### config.mk
export PLATFORM = sky130hd
export DESIGN_NAME = posit_normalise_pipe_flat
export DESIGN_NICKNAME = d
export VERILOG_FILES = /design/src/rtl/posit_normalise_pipe_pkg.sv /design/src/rtl/posit_normalise_pipe_if.sv /design/src/rtl/posit_normalise_pipe_lzc.sv /design/src/rtl/posit_normalise_pipe.sv /design/src/flat_wrapper.sv
export SDC_FILE = /design/constraint.sdc
export NUM_CORES = 1
export LEC_CHECK = 0
export BUFFER_PORTS_ARGS = -buffer_cell sky130_fd_sc_hd__buf_4
export CORE_UTILIZATION = 32
export DETAILED_ROUTE_END_ITERATION = 7
export SETUP_SLACK_MARGIN = 0.3
export SLEW_MARGIN = 5
export SYNTH_ARGS = -nofsm -noshare
export SYNTH_HDL_FRONTEND = slang
export SYNTH_SLANG_ARGS = --single-unit
### constraint.sdc
create_clock -name clk -period 3.8 [get_ports clk]
set_input_delay 0.19 -clock clk [delete_from_list [all_inputs] [get_ports clk]]
set_output_delay 0.19 -clock clk [all_outputs]
set_load 0.005 [all_outputs]
### src/rtl/posit_normalise_pipe_pkg.sv
// Shared constants, width helpers and the stage-1 register type for the
// pipelined posit normaliser.
package posit_pkg;

  // Upper bounds for the parameter-independent stage-1 record. Instances use
  // the low WIDTH / SW bits of these fields. The frac field is zero-extended
  // and the scale field is sign-extended into the spare bits.
  localparam int unsigned FRAC_MAX_W  = 64;
  localparam int unsigned SCALE_MAX_W = 32;

  // Width of a leading-zero count that can represent 0..width.
  function automatic int unsigned lz_width(input int unsigned width);
    return $clog2(width + 1);
  endfunction

  // Width at which regime*2^ES + exponent + 1 - lz cannot overflow.
  function automatic int unsigned scale_width(input int unsigned rw,
                                              input int unsigned es,
                                              input int unsigned ew,
                                              input int unsigned width);
    return (((rw + es) > ew) ? (rw + es) : ew) + lz_width(width) + 2;
  endfunction

  // Largest regime magnitude representable in a posit of pbits bits.
  function automatic int rmax(input int pbits);
    return pbits - 2;
  endfunction

  // Zero is encoded with only the regime MSB set. Callers slice the low rw bits.
  function automatic logic [SCALE_MAX_W-1:0] zero_regime(input int unsigned rw);
    return SCALE_MAX_W'(1) << (rw - 1);
  endfunction

  typedef struct packed {
    logic [FRAC_MAX_W-1:0]         frac;
    logic signed [SCALE_MAX_W-1:0] scale;
    logic                          zero;
    logic                          nar;
  } norm_s1_t;

endpackage

### src/rtl/posit_normalise_pipe_if.sv
// Valid/ready bus between the mantissa-add stage, the normaliser and the encoder.
interface posit_normalise_pipe_if #(
  parameter int unsigned WIDTH = 8,
  parameter int unsigned ES    = 1,
  parameter int unsigned RW    = 8,
  parameter int unsigned EW    = 8
);
  logic             in_valid;
  logic             in_ready;
  logic [WIDTH-1:0] in_mant_sum;
  logic [RW-1:0]    in_regime;
  logic [EW-1:0]    in_exponent;
  logic             in_nar;

  logic             out_valid;
  logic             out_ready;
  logic [WIDTH-1:0] out_frac;
  logic [RW-1:0]    out_regime;
  logic [ES-1:0]    out_exponent;
  logic             out_zero;
  logic             out_nar;
  logic             out_ovf;
  logic             out_unf;

  // Environment view: feeds beats in and consumes results.
  modport master (
    output in_valid, in_mant_sum, in_regime, in_exponent, in_nar, out_ready,
    input  in_ready, out_valid, out_frac, out_regime, out_exponent,
           out_zero, out_nar, out_ovf, out_unf
  );

  // Normaliser view.
  modport slave (
    input  in_valid, in_mant_sum, in_regime, in_exponent, in_nar, out_ready,
    output in_ready, out_valid, out_frac, out_regime, out_exponent,
           out_zero, out_nar, out_ovf, out_unf
  );
endinterface

### src/rtl/posit_normalise_pipe_lzc.sv
// Priority leading-zero counter. An all-zero input returns WIDTH.
module count_lead_zero_p
  import posit_pkg::*;
#(
  parameter int unsigned WIDTH = 8
) (
  input  logic [WIDTH-1:0]           in_vec,
  output logic [lz_width(WIDTH)-1:0] lz_count
);
  localparam int unsigned LZW = lz_width(WIDTH);

  // Scan upward so that the highest set bit is the last one to write the count.
  always_comb begin
    lz_count = LZW'(WIDTH);
    for (int i = 0; i < WIDTH; i++) begin
      if (in_vec[i]) begin
        lz_count = LZW'(WIDTH - 1 - i);
      end
    end
  end
endmodule

### src/rtl/posit_normalise_pipe.sv
// Two-stage normaliser for the posit adder. Stage 1 finds the leading one and
// forms the combined scale. Stage 2 re-splits that scale into regime and
// exponent, saturates the regime, and applies the zero/NaR overrides.
module posit_normalise_pipe
  import posit_pkg::*;
#(
  parameter int unsigned WIDTH = 8,
  parameter int unsigned ES    = 1,
  parameter int unsigned RW    = 8,
  parameter int unsigned EW    = 8,
  parameter int unsigned PBITS = 8
) (
  input  logic                 clk,
  input  logic                 rst_n,
  posit_normalise_pipe_if.slave bus
);
  localparam int unsigned LZW = lz_width(WIDTH);
  localparam int unsigned SW  = scale_width(RW, ES, EW, WIDTH);
  localparam int          RMAX = rmax(PBITS);
  localparam logic [RW-1:0] ZERO_REGIME = RW'(zero_regime(RW));
  localparam logic [RW-1:0] REGIME_MAX  = RW'(RMAX);
  localparam logic [RW-1:0] REGIME_MIN  = RW'(-RMAX);
  localparam logic signed [SCALE_MAX_W-1:0] R_HI = SCALE_MAX_W'(RMAX);
  localparam logic signed [SCALE_MAX_W-1:0] R_LO = SCALE_MAX_W'(-RMAX);

  logic s1_adv;
  logic s2_adv;

  logic [LZW-1:0]        lz;
  logic [WIDTH-1:0]      norm_mant;
  logic signed [SW-1:0]  scale;
  norm_s1_t              s1_new;
  norm_s1_t              s1_d;
  norm_s1_t              s1_q;
  logic                  s1_valid_d;
  logic                  s1_valid_q;

  logic signed [SCALE_MAX_W-1:0] r;
  logic             out_valid_d,    out_valid_q;
  logic [WIDTH-1:0] out_frac_d,     out_frac_q;
  logic [RW-1:0]    out_regime_d,   out_regime_q;
  logic [ES-1:0]    out_exponent_d, out_exponent_q;
  logic             out_zero_d,     out_zero_q;
  logic             out_nar_d,      out_nar_q;
  logic             out_ovf_d,      out_ovf_q;
  logic             out_unf_d,      out_unf_q;

  assign s2_adv       = !out_valid_q || bus.out_ready;
  assign s1_adv       = !s1_valid_q || s2_adv;
  assign bus.in_ready = s1_adv;

  count_lead_zero_p #(.WIDTH(WIDTH)) u_lzc (
    .in_vec   (bus.in_mant_sum),
    .lz_count (lz)
  );

  // Stage 1: normalise the mantissa and form the scale at a width that cannot overflow.
  always_comb begin
    norm_mant = bus.in_mant_sum << lz;
    scale = (SW'($signed(bus.in_regime)) <<< ES) + SW'($signed(bus.in_exponent))
          + SW'(1) - SW'(lz);
    s1_new.frac  = FRAC_MAX_W'(norm_mant << 1);
    s1_new.scale = SCALE_MAX_W'(scale);
    s1_new.zero  = (bus.in_mant_sum == '0);
    s1_new.nar   = bus.in_nar;
    s1_valid_d   = s1_adv ? bus.in_valid : s1_valid_q;
    s1_d         = (s1_adv && bus.in_valid) ? s1_new : s1_q;
  end

  // Stage 1 register: holds its beat while stage 2 is stalled.
  always_ff @(posedge clk or negedge rst_n) begin
    if (!rst_n) begin
      s1_valid_q <= 1'b0;
      s1_q       <= '0;
    end else begin
      s1_valid_q <= s1_valid_d;
      s1_q       <= s1_d;
    end
  end

  // Stage 2: floor-split the scale, then apply overrides (nar > zero > ovf/unf).
  always_comb begin
    r              = $signed(s1_q.scale) >>> ES;
    out_valid_d    = out_valid_q;
    out_frac_d     = out_frac_q;
    out_regime_d   = out_regime_q;
    out_exponent_d = out_exponent_q;
    out_zero_d     = out_zero_q;
    out_nar_d      = out_nar_q;
    out_ovf_d      = out_ovf_q;
    out_unf_d      = out_unf_q;
    if (s2_adv) begin
      out_valid_d = s1_valid_q;
      if (s1_valid_q) begin
        out_frac_d     = s1_q.frac[WIDTH-1:0];
        out_regime_d   = r[RW-1:0];
        out_exponent_d = s1_q.scale[ES-1:0];
        out_zero_d     = 1'b0;
        out_nar_d      = 1'b0;
        out_ovf_d      = 1'b0;
        out_unf_d      = 1'b0;
        if (s1_q.nar) begin
          out_frac_d     = '0;
          out_regime_d   = '0;
          out_exponent_d = '0;
          out_nar_d      = 1'b1;
        end else if (s1_q.zero) begin
          out_frac_d     = '0;
          out_regime_d   = ZERO_REGIME;
          out_exponent_d = '0;
          out_zero_d     = 1'b1;
        end else if (r > R_HI) begin
          out_frac_d     = '0;
          out_regime_d   = REGIME_MAX;
          out_exponent_d = '0;
          out_ovf_d      = 1'b1;
        end else if (r < R_LO) begin
          out_frac_d     = '0;
          out_regime_d   = REGIME_MIN;
          out_exponent_d = '0;
          out_unf_d      = 1'b1;
        end
      end
    end
  end

  // Stage 2 register: outputs stay frozen until the downstream accepts.
  always_ff @(posedge clk or negedge rst_n) begin
    if (!rst_n) begin
      out_valid_q    <= 1'b0;
      out_frac_q     <= '0;
      out_regime_q   <= '0;
      out_exponent_q <= '0;
      out_zero_q     <= 1'b0;
      out_nar_q      <= 1'b0;
      out_ovf_q      <= 1'b0;
      out_unf_q      <= 1'b0;
    end else begin
      out_valid_q    <= out_valid_d;
      out_frac_q     <= out_frac_d;
      out_regime_q   <= out_regime_d;
      out_exponent_q <= out_exponent_d;
      out_zero_q     <= out_zero_d;
      out_nar_q      <= out_nar_d;
      out_ovf_q      <= out_ovf_d;
      out_unf_q      <= out_unf_d;
    end
  end

  // The frac field is wider than WIDTH. Its upper bits are always zero.
  generate
    if (WIDTH < FRAC_MAX_W) begin : g_frac_pad
      logic unused_frac_pad;
      assign unused_frac_pad = ^s1_q.frac[FRAC_MAX_W-1:WIDTH];
    end
  endgenerate

  assign bus.out_valid    = out_valid_q;
  assign bus.out_frac     = out_frac_q;
  assign bus.out_regime   = out_regime_q;
  assign bus.out_exponent = out_exponent_q;
  assign bus.out_zero     = out_zero_q;
  assign bus.out_nar      = out_nar_q;
  assign bus.out_ovf      = out_ovf_q;
  assign bus.out_unf      = out_unf_q;
endmodule

### src/flat_wrapper.sv
// flat-port wrapper written by rule: the top's interface ports become plain ports
module posit_normalise_pipe_flat import posit_pkg::*;
#(
  parameter int unsigned WIDTH = 8,
  parameter int unsigned ES    = 1,
  parameter int unsigned RW    = 8,
  parameter int unsigned EW    = 8,
  parameter int unsigned PBITS = 8
)
  (clk, rst_n, bus_in_valid, bus_in_mant_sum, bus_in_regime, bus_in_exponent, bus_in_nar, bus_out_ready, bus_in_ready, bus_out_valid, bus_out_frac, bus_out_regime, bus_out_exponent, bus_out_zero, bus_out_nar, bus_out_ovf, bus_out_unf);
  posit_normalise_pipe_if #(.WIDTH(WIDTH), .ES(ES), .RW(RW), .EW(EW)) bus_i ();
  input  logic clk;
  input  logic rst_n;
  input wire logic [$bits(bus_i.in_valid)-1:0] bus_in_valid;
  input wire logic [$bits(bus_i.in_mant_sum)-1:0] bus_in_mant_sum;
  input wire logic [$bits(bus_i.in_regime)-1:0] bus_in_regime;
  input wire logic [$bits(bus_i.in_exponent)-1:0] bus_in_exponent;
  input wire logic [$bits(bus_i.in_nar)-1:0] bus_in_nar;
  input wire logic [$bits(bus_i.out_ready)-1:0] bus_out_ready;
  output wire logic [$bits(bus_i.in_ready)-1:0] bus_in_ready;
  output wire logic [$bits(bus_i.out_valid)-1:0] bus_out_valid;
  output wire logic [$bits(bus_i.out_frac)-1:0] bus_out_frac;
  output wire logic [$bits(bus_i.out_regime)-1:0] bus_out_regime;
  output wire logic [$bits(bus_i.out_exponent)-1:0] bus_out_exponent;
  output wire logic [$bits(bus_i.out_zero)-1:0] bus_out_zero;
  output wire logic [$bits(bus_i.out_nar)-1:0] bus_out_nar;
  output wire logic [$bits(bus_i.out_ovf)-1:0] bus_out_ovf;
  output wire logic [$bits(bus_i.out_unf)-1:0] bus_out_unf;
  assign bus_i.in_valid = bus_in_valid;
  assign bus_i.in_mant_sum = bus_in_mant_sum;
  assign bus_i.in_regime = bus_in_regime;
  assign bus_i.in_exponent = bus_in_exponent;
  assign bus_i.in_nar = bus_in_nar;
  assign bus_i.out_ready = bus_out_ready;
  assign bus_in_ready = bus_i.in_ready;
  assign bus_out_valid = bus_i.out_valid;
  assign bus_out_frac = bus_i.out_frac;
  assign bus_out_regime = bus_i.out_regime;
  assign bus_out_exponent = bus_i.out_exponent;
  assign bus_out_zero = bus_i.out_zero;
  assign bus_out_nar = bus_i.out_nar;
  assign bus_out_ovf = bus_i.out_ovf;
  assign bus_out_unf = bus_i.out_unf;
  posit_normalise_pipe #(.WIDTH(WIDTH), .ES(ES), .RW(RW), .EW(EW), .PBITS(PBITS)) u_core (.clk(clk), .rst_n(rst_n), .bus(bus_i));
endmodule
==> impl_metrics.ini <==
[status]
status = finished, final reports clean

[floorplanning]
rows = 34
initial_core_util = 0.331
die_h_um = 96.9
io_pins = 52
die_x_um = 96.9
core_area_um2 = 8720
dieArea_um2 = 9390

[synth]
yosysWarnings = 0
async_reset_ff_frac = 1.00
synth_seq_cells = 46
avgSynthCellArea_um2 = 9.51
synth_area_leaders = dfrtp_1 (40%), ha_1 (9.1%), nand2_1 (4.4%), o21ai_0 (4.2%), a21o_1 (3.1%)
yosys.cell_types.count = 59
yosysSeqAreaShare = 0.399
synth_edf_count = 0
synth_ff_type = dfrtp_1
synth_largest_area_cell = dfrtp_1
syn_area_um2 = 2880
synth_nets = 355
netlist.area_leader.share = 0.399
syn_inst = 303

[routing]
viasPerCell = 5.11
drt-initial-drc-count = 143
wl_per_cell_um = 13.1
routed_wl_um = 6040
vias = 2352
postRouteAntennaNets = 0
first_pass_iters = 4
drc_errors = 0

[setup_path]
reg2reg_slack_ns = 1.58
cp_max_fo = 4
cp_top_family = compound AO/OA/AOI/OAI gates
worstPathRequired_ns = 4.04
slowest_stage = fa_1
critical_path_class = in -> reg
r2r_start = u_core.s1_valid_q
r2r-end = u_core.s1_q[38]
crit_path_max_incr_delay_ns = 0.40
cp_cell_sequence = buf_4, ha_1, inv_1, fa_1, nor2b_1, o21ai_1, a21boi_1, o21ai_0, a21o_1, ha_1, o21ai_0, a21boi_0, a31o_2, a211oi_2, a21o_1
start_kind = input pin
cp-end-kind = register
arrival_ns = 3.00
r2r_cells = 5
critPathBufInv = 2

[timing]
fmax_mhz = 363
finalSetupViolCount = 0
post-route-period-util = 0.726
final-max-slew-violation-count = 0
clock_skew_ns = 0.00398
worst_pin_slew_ns = 0.988
relSlewSlack = 0.340
rsz0062_at_grt = false
hold_viol_final = 0
setup_tns_ns = 0
min_period_ns = 2.76

[grt]
antenna_found_initial = 0
grt_max_degree = 47
grt_pass1_wl_um = 10500
track_usage = 0.133
grt_overflow = 0
grt_pass1_vias = 2201

[clocking]
cts-root-buf = clkbuf_8
clk_latency_ns = 0.30
htreeDepth = 2
clockBufferDepth = 2
post_cts_buffers = 0
cts.clk_slew.worst_paths_ns = 0.08
cts_buffers = 5
cts_tree = done
numClockSinks = 46

[worst_hold_path]
hold_end = u_core.s1_q[0]
whs_path_depth = 2
hp-class = in -> reg
worstHoldStart = bus_in_nar

[layout]
fin_util = 0.397
fillers = 881
drive_gt1_frac = 0.210
final_common_cell = buf_4
finalNetCount = 403
final_cell_mix = buf_4 (51), dfrtp_1 (46), nand2_1 (34)
antennaDiodeCount = 0
area_growth_pct = 20.2

[placed_design]
place_congestion = 0.881
portBuffers = 50
place_hpwl_um = 4570

[pwr]
leakage_nw = 1.67
power_density_nw_per_um2 = 464
irDropWorstVdd_mv = 0.163

[job]
cap_violations = 0
==> final cells by class <==
cell class              count  area [µm²]  share of cell area
multi-input cells         224        1590               0.460
flip-flops and latches     46        1150               0.332
repair buffers             52         393               0.113
well taps                 108         135              0.0390
clock buffers               8         110              0.0318
inverters                  22        82.6              0.0238
==> per-stage QoR <==
stage / instance area [µm²] / hold WS [ns] / worst slack [ns] / power [mW] / std cells
floorplan: 2880 / -0.106 / 1.09 / 1.07 / 303
global placement: 3340 / 0.230 / 0.764 / 1.27 / 451
detailed placement: 3340 / 0.231 / 0.737 / 1.28 / 451
CTS: 3460 / 0.119 / 1.03 / 1.62 / 460
global route: 3460 / 0.108 / 0.685 / 1.74 / 460
finish: 3460 / 0.117 / 1.04 / 1.61 / 460
==> per-layer routing <==
metal	up-vias	GRT usage	share of wire	wire, µm
met5	-	0	0	0
met2	81	0.198	0.42	2530
met1	1068	0.197	0.51	3060
met4	0	0.0402	0.012	71
li1	1197	-	-	-
met3	6	0.0231	0.064	384
==> worst max path at each step <==
stage,start,endpoint,slack [ns],cells after the start
floorplan,bus_in_mant_sum[3],u_core.r[10],1.09,13
global placement,bus_in_exponent[1],u_core.r[11],0.76,15
detailed placement,bus_in_exponent[1],u_core.r[9],0.74,15
CTS,bus_in_exponent[1],u_core.r[9],1.03,15
global route,bus_in_exponent[1],u_core.r[9],0.69,15
finish,bus_in_exponent[1],u_core.r[9],1.04,15
==> worst reg2reg max path, delay by kind of cell (launching register included) <==
| kind | cells | cell delay (ns) |
|---|---|---|
| simple gates | 3 | 1.25 |
| flops | 1 | 0.43 |
| compound gates | 2 | 0.39 |
==> logic make-up (layout without fill, tap and decap cells) <==
logic type | Yosys count | count (layout) | share of synthesized area
multiplexers | 6 | 6 | 0.0230
AO/OA/AOI/OAI | 100 | 100 | 0.250
flip-flops | 46 | 46 | 0.399
XOR/XNOR | 12 | 12 | 0.0365
buffers and inverters | 33 | 82 | 0.0482
AND/OR/NAND/NOR | 82 | 82 | 0.137
adder cells (fa/ha/maj) | 23 | 23 | 0.105
other | 1 | 1 | 0.00130
==> state kept, by name, indices dropped and copies added, names as in the netlist <==
| register | flops |
|---|---|
| u_core.bus.out_exponent | 1 |
| u_core.bus.out_zero | 1 |
| u_core.bus.out_regime | 8 |
| u_core.bus.out_ovf | 1 |
| u_core.bus.out_nar | 1 |
| u_core.s1_valid_q | 1 |
| u_core.bus.out_frac | 7 |
| u_core.bus.out_unf | 1 |
| u_core.s1_q | 10 |
| u_core.r | 14 |
| u_core.bus.out_valid | 1 |
==> power breakdown <==
part,switching (mW),leakage [nW],internal [mW]
combinational,0.284,1.03,0.281
sequential,0.0876,0.583,0.608
clock,0.163,0.0575,0.184
total,0.535,1.67,1.07
==> synthesized netlist by cell type (all sizes together) (3+ instances only) <==
master and count:
dfrtp 46, nand2 34, o21ai 28, inv 22, ha 21, nor2 18
a21oi 15, a21o 12, a22o 10, nand2b 9, clkbuf 6, xnor2 6
xor2 6, buf 5, mux2 5, nand3 5, nor4 5, a211oi 4
nand4 4, nor2b 3
==> timing repair <==
| item | CTS | global route |
|---|---|---|
| hold buffers | 1 | 0 |
| resized for setup | 0 | 0 |
| setup endpoints to repair | 0 | 0 |
| hold endpoints to repair | 46 | 0 |
Power figures use the tool's default switching activity.
